**config.mk**
```make
export PLATFORM = sky130hd
export DESIGN_NAME = mips_pc_sequencer
export DESIGN_NICKNAME = d
export VERILOG_FILES = /design/src/rtl/mips_pc_pkg.sv /design/src/rtl/mips_redirect_select.sv /design/src/rtl/mips_pc_sequencer.sv
export SDC_FILE = /design/constraint.sdc
export NUM_CORES = 1
export LEC_CHECK = 0
export ABC_AREA = 0
export CORE_MARGIN = 3
export CORE_UTILIZATION = 53
export CTS_BUF_LIST = sky130_fd_sc_hd__clkbuf_2 sky130_fd_sc_hd__clkbuf_4 sky130_fd_sc_hd__clkbuf_8
export DETAILED_ROUTE_END_ITERATION = 16
export PLACE_DENSITY = 0.84
export RECOVER_POWER = 50
export SYNTH_ARGS = -nofsm -noshare
export SYNTH_HDL_FRONTEND = slang
export SYNTH_HIERARCHICAL = 1
export SYNTH_SLANG_ARGS = --single-unit
```
**constraint.sdc**
```tcl
create_clock -name clk -period 4.76 [get_ports clk]
set_input_delay 0.952 -clock clk [delete_from_list [all_inputs] [get_ports clk]]
set_output_delay 0.952 -clock clk [all_outputs]
set_load 0.02 [all_outputs]
```
**src/rtl/mips_pc_pkg.sv**
```systemverilog
// Shared types and target-address helpers for the MIPS program-counter sequencer.
package mips_pc_pkg;

    typedef enum logic [1:0] {
        RUN    = 2'd0,
        DELAY  = 2'd1,
        HALTED = 2'd2
    } pc_state_t;

    localparam logic [31:0] DEFAULT_RESET_VECTOR = 32'hBFC0_0000;
    localparam logic [31:0] DEFAULT_HALT_ADDR    = 32'h0000_0000;

    function automatic logic [31:0] branch_target(input logic [31:0] pc, input logic [15:0] imm16);
        return pc + 32'd4 + {{14{imm16[15]}}, imm16, 2'b00};
    endfunction

    // The region bits come from the delay-slot address, not from the jump itself.
    function automatic logic [31:0] jump_target(input logic [31:0] pc, input logic [25:0] idx26);
        logic [31:0] region;
        region = (pc + 32'd4) & 32'hF000_0000;
        return region | {4'b0000, idx26, 2'b00};
    endfunction

endpackage

```
**src/rtl/mips_redirect_select.sv**
```systemverilog
// Combinational redirect decode: priority jr > jump > taken branch, plus target calculation.
module mips_redirect_select
    import mips_pc_pkg::*;
(
    input  logic [31:0] pc,
    input  logic        branch_valid,
    input  logic        branch_taken,
    input  logic [15:0] branch_offset,
    input  logic        jump_valid,
    input  logic [25:0] jump_index,
    input  logic        jr_valid,
    input  logic [31:0] jr_target,
    output logic        redirect,
    output logic [31:0] target
);

    always_comb begin
        redirect = 1'b0;
        target   = 32'h0000_0000;
        if (jr_valid) begin
            redirect = 1'b1;
            target   = jr_target;
        end else if (jump_valid) begin
            redirect = 1'b1;
            target   = jump_target(pc, jump_index);
        end else if (branch_valid && branch_taken) begin
            redirect = 1'b1;
            target   = branch_target(pc, branch_offset);
        end
    end

endmodule

```
**src/rtl/mips_pc_sequencer.sv**
```systemverilog
// Program counter, pending-redirect register and branch-delay-slot FSM for the Harvard MIPS core.
module mips_pc_sequencer
    import mips_pc_pkg::*;
#(
    parameter logic [31:0] RESET_VECTOR = DEFAULT_RESET_VECTOR,
    parameter logic [31:0] HALT_ADDR    = DEFAULT_HALT_ADDR
)
(
    input  logic        clk,
    input  logic        reset,
    input  logic        clk_enable,
    input  logic        stall,
    input  logic        branch_valid,
    input  logic        branch_taken,
    input  logic [15:0] branch_offset,
    input  logic        jump_valid,
    input  logic [25:0] jump_index,
    input  logic        jr_valid,
    input  logic [31:0] jr_target,
    output logic [31:0] instr_address,
    output logic [31:0] link_address,
    output logic        in_delay_slot,
    output logic        active,
    output logic        address_error
);

    pc_state_t   state, next_state;
    logic [31:0] pc, next_pc;
    logic [31:0] pending, next_pending;
    logic        error_flag, next_error_flag;
    logic        redirect;
    logic [31:0] target;
    logic        advance;

    mips_redirect_select u_redirect_select (
        .pc            (pc),
        .branch_valid  (branch_valid),
        .branch_taken  (branch_taken),
        .branch_offset (branch_offset),
        .jump_valid    (jump_valid),
        .jump_index    (jump_index),
        .jr_valid      (jr_valid),
        .jr_target     (jr_target),
        .redirect      (redirect),
        .target        (target)
    );

    assign advance = clk_enable && !stall;

    always_ff @(posedge clk or posedge reset) begin
        if (reset) begin
            state      <= RUN;
            pc         <= RESET_VECTOR;
            pending    <= 32'h0000_0000;
            error_flag <= 1'b0;
        end else begin
            state      <= next_state;
            pc         <= next_pc;
            pending    <= next_pending;
            error_flag <= next_error_flag;
        end
    end

    // Redirect requests are only honoured in RUN; the delay slot always falls through to pending.
    always_comb begin
        next_state      = state;
        next_pc         = pc;
        next_pending    = pending;
        next_error_flag = error_flag;
        if (advance) begin
            case (state)
                RUN: begin
                    next_pc = pc + 32'd4;
                    if (redirect) begin
                        next_pending = target;
                        next_state   = DELAY;
                    end
                end
                DELAY: begin
                    next_pc = pending;
                    if (pending == HALT_ADDR) begin
                        next_state = HALTED;
                    end else if (pending[1:0] != 2'b00) begin
                        next_state      = HALTED;
                        next_error_flag = 1'b1;
                    end else begin
                        next_state = RUN;
                    end
                end
                HALTED: begin
                    next_state = HALTED;
                end
                default: begin
                    next_state = HALTED;
                end
            endcase
        end
    end

    assign instr_address = pc;
    assign link_address  = pc + 32'd8;
    assign in_delay_slot = (state == DELAY);
    assign active        = (state != HALTED);
    assign address_error = error_flag;

endmodule

```
==> flow_summary.ini <==
[route]
wirelength_um = 22000
drc = 0
ant_nets = 0
drt_pass1_iterations = 7
drt-vias-per-instance = 6.32
drtIter0Drc = 760
dr_total_vias = 7016
wl_per_cell_um = 19.9

[clock_tree]
clockRootBuffer = clkbuf_8
cts_buffer_depth = 2
cts-resized-gates = 0
post_cts_buffers = 0
path_clk_slew_ns = 0.08
cts.sinks = 67
hold_buffers = 0
cts_tree = yes
clock_latency_ns = 0.35
cts_max_level = 3
numCtsBuffers = 9

[sta]
hold_viol = 0
timing.final.setup_violations = 0
clock_skew_ns = 0.0162
slew_headroom = -0.223
period_share = 0.905
finalMaxSlewViolations = 36
rsz0062_at_grt = no
layout_min_cycle_time_ns = 4.31
tightest_slew_ns = 1.83
fin_hold_ws_ns = 0.475
final.setup.tns_ns = 0
fmax_mhz = 232

[synthesis]
synth_nets = 928
synth.most_common_cell = nand2_1
synth_compound_area_frac = 0.239
postSynth.asyncResetShare = 1.00
synth-xor-area-share = 0.107
synth.distinct_cells = 78
ys_top_cells_by_area = dfrtp_1 22%, ha_1 7.1%, xnor2_1 5.9%, mux2_2 4.8%, xor2_1 4.8%
synth_seq_cells = 67
synthSimpleGateAreaFrac = 0.216
synth_top_family_by_area = compound AO/OA/AOI/OAI gates
synth_top_area_share = 0.221
yosys.area.top_type = dfrtp_1
postSynthAreaPerCell_um2 = 8.13
ys.flop_type = dfrtp_1
syn_inst = 808
synth-seq-area-share = 0.257
synth-edff-count = 0
yosys.area_share.adder = 0.0736
ys_warn_count = 6
synth_commonest_cells = 75 x nand2_1, 58 x dfrtp_1, 55 x nor2_1, 54 x a21oi_1, 44 x xnor2_1
synth_area_um2 = 6570
synth.area.mux_share = 0.0495

[critical_path]
end_kind = flip-flop
r2r_start = instr_address[2]
arrival_ns = 4.55
worst-setup-path-type = reg2reg
startpoint_type = flip-flop
r2r_end = pending[31]
crit_fanout = 17
reg2regPathDepth = 15
r2r_setup_slack_ns = 0.45
worstPathRequired_ns = 5.00

[grt]
grt_overflow = 0
antenna_found_initial = 0
grt_use_total = 0.307
grt_pass1_vias = 6465
grt_pass1_wl_um = 34700
grt_max_degree = 36

[job]
drv_cap = 1

[floorplanning]
core-area_um2 = 12100
die_h_um = 117
ios = 149
die_x_um = 117
die_area_um2 = 13800
rows = 40
floorplan.initialDensity = 0.544

[placement]
gp_congestion = 0.962
dpl.hpwl_um = 16700
portBuffers = 148
placed_area_um2 = 8150

[power_and_ir_drop]
peakVddDrop_mv = 0.475
power.density_nw_per_um2 = 633
p_leak_nw = 3.36

[layout]
num_antenna_cells = 0
design_area_um2 = 8310
fillers = 991
syn_to_final_growth_pct = 26.6
nets = 1057
layout-drive-gt1-share = 0.0945

[run_status]
failed_checks = capacitance limit, slew limit
outcome = finished, violations left

[hold_path]
holdPathEnd = address_error
min_delay_path_depth = 1
hold_path_startpoint = address_error
worst_hold_path_type = reg2reg
==> cell families after synthesis <==
family / after synthesis
flops: 67
mux: 29
xor+xnor: 80
buf+inv: 80
simple gates: 281
fa+ha+maj: 38
compound gates: 233
==> registers in the layout, indices dropped and copies added (netlist names) <==
register	cells
state	2
pending	32
address_error	1
instr_address	32
==> critical path, stage by stage (launching register included) <==
cell and delay [ns]:
dfrtp_1 0.72, ha_1 0.31, and3_1 0.20, and2_1 0.21, nor2b_1 0.28, nand3_1 0.15, xnor2_1 0.28, ha_1 0.38
a21o_1 0.24, a21o_1 0.18, a21oi_1 0.20, o21ai_2 0.11, a311oi_1 0.42, or4_1 0.19, nand3_1 0.06, mux2_2 0.27
==> routing by layer <==
| layer | GRT usage | vias to the layer above | share of wire |
|---|---|---|---|
| met1 | 0.467 | 3250 | 0.44 |
| li1 | - | 3262 | - |
| met2 | 0.452 | 459 | 0.43 |
| met3 | 0.0458 | 45 | 0.11 |
| met5 | 0 | - | 0 |
| met4 | 0.0872 | 0 | 0.024 |
==> cell type report <==
class | count | area [um2] | share of cell area
Inverter | 31 | 116 | 0.0140
Timing Repair Buffer | 167 | 1630 | 0.196
Clock inverter | 7 | 51.3 | 0.00617
Multi-Input combinational cell | 661 | 4500 | 0.541
Tap cell | 168 | 210 | 0.0253
Sequential cell | 67 | 1690 | 0.203
Clock buffer | 9 | 124 | 0.0149
==> where the power goes <==
part | internal, W | switching [W]
combinational | 0.00155 | 0.00187
sequential | 0.000864 | 0.000540
clock | 0.000191 | 0.000239
==> worst max-delay path by stage <==
stage	from	to	slack, ns	cells after the start
final	instr_address[2]	pending[31]	0.45	15
after global routing	instr_address[2]	pending[31]	0.23	15
after CTS	instr_address[2]	pending[31]	0.61	15
after detailed placement	branch_offset[0]	pending[24]	0.62	13
after global placement	instr_address[2]	pending[31]	0.65	15
after floorplan	instr_address[4]	pending[31]	1.17	16
==> stage by stage <==
stage | util | cells | power (W) | setup slack, ns
2_1_floorplan | - | 808 | 0.00353 | 1.17
3_3_place_gp | 0.676 | 1094 | 0.00474 | 0.650
3_5_place_dp | 0.676 | 1094 | 0.00476 | 0.620
4_1_cts | 0.690 | 1110 | 0.00522 | 0.610
5_1_grt | 0.689 | 1110 | 0.00559 | 0.234
6_report | 0.689 | 1110 | 0.00526 | 0.451
==> placed cells by master (no fill, tap or decap), drive strengths merged, types with 5 or more instances in the layout <==
cell type,count
and2,7
o21bai,5
dfrtp,58
o21ai,54
inv,33
a221oi,10
nand2,75
xnor2,44
a22oi,17
buf,16
nor2b,5
and4,8
nand2b,6
mux2,28
clkbuf,12
nand3,37
o22ai,10
and3,15
clkdlybuf4s50,134
ha,37
o22a,5
nor2,57
nand4,31
a21o,20
a32oi,6
a211oi,5
a21oi,55
nor4,11
nor3,18
a2bb2oi,5
dfstp,9
xor2,36
dlygate4sd3,14
(Power assumes the default switching activity.)
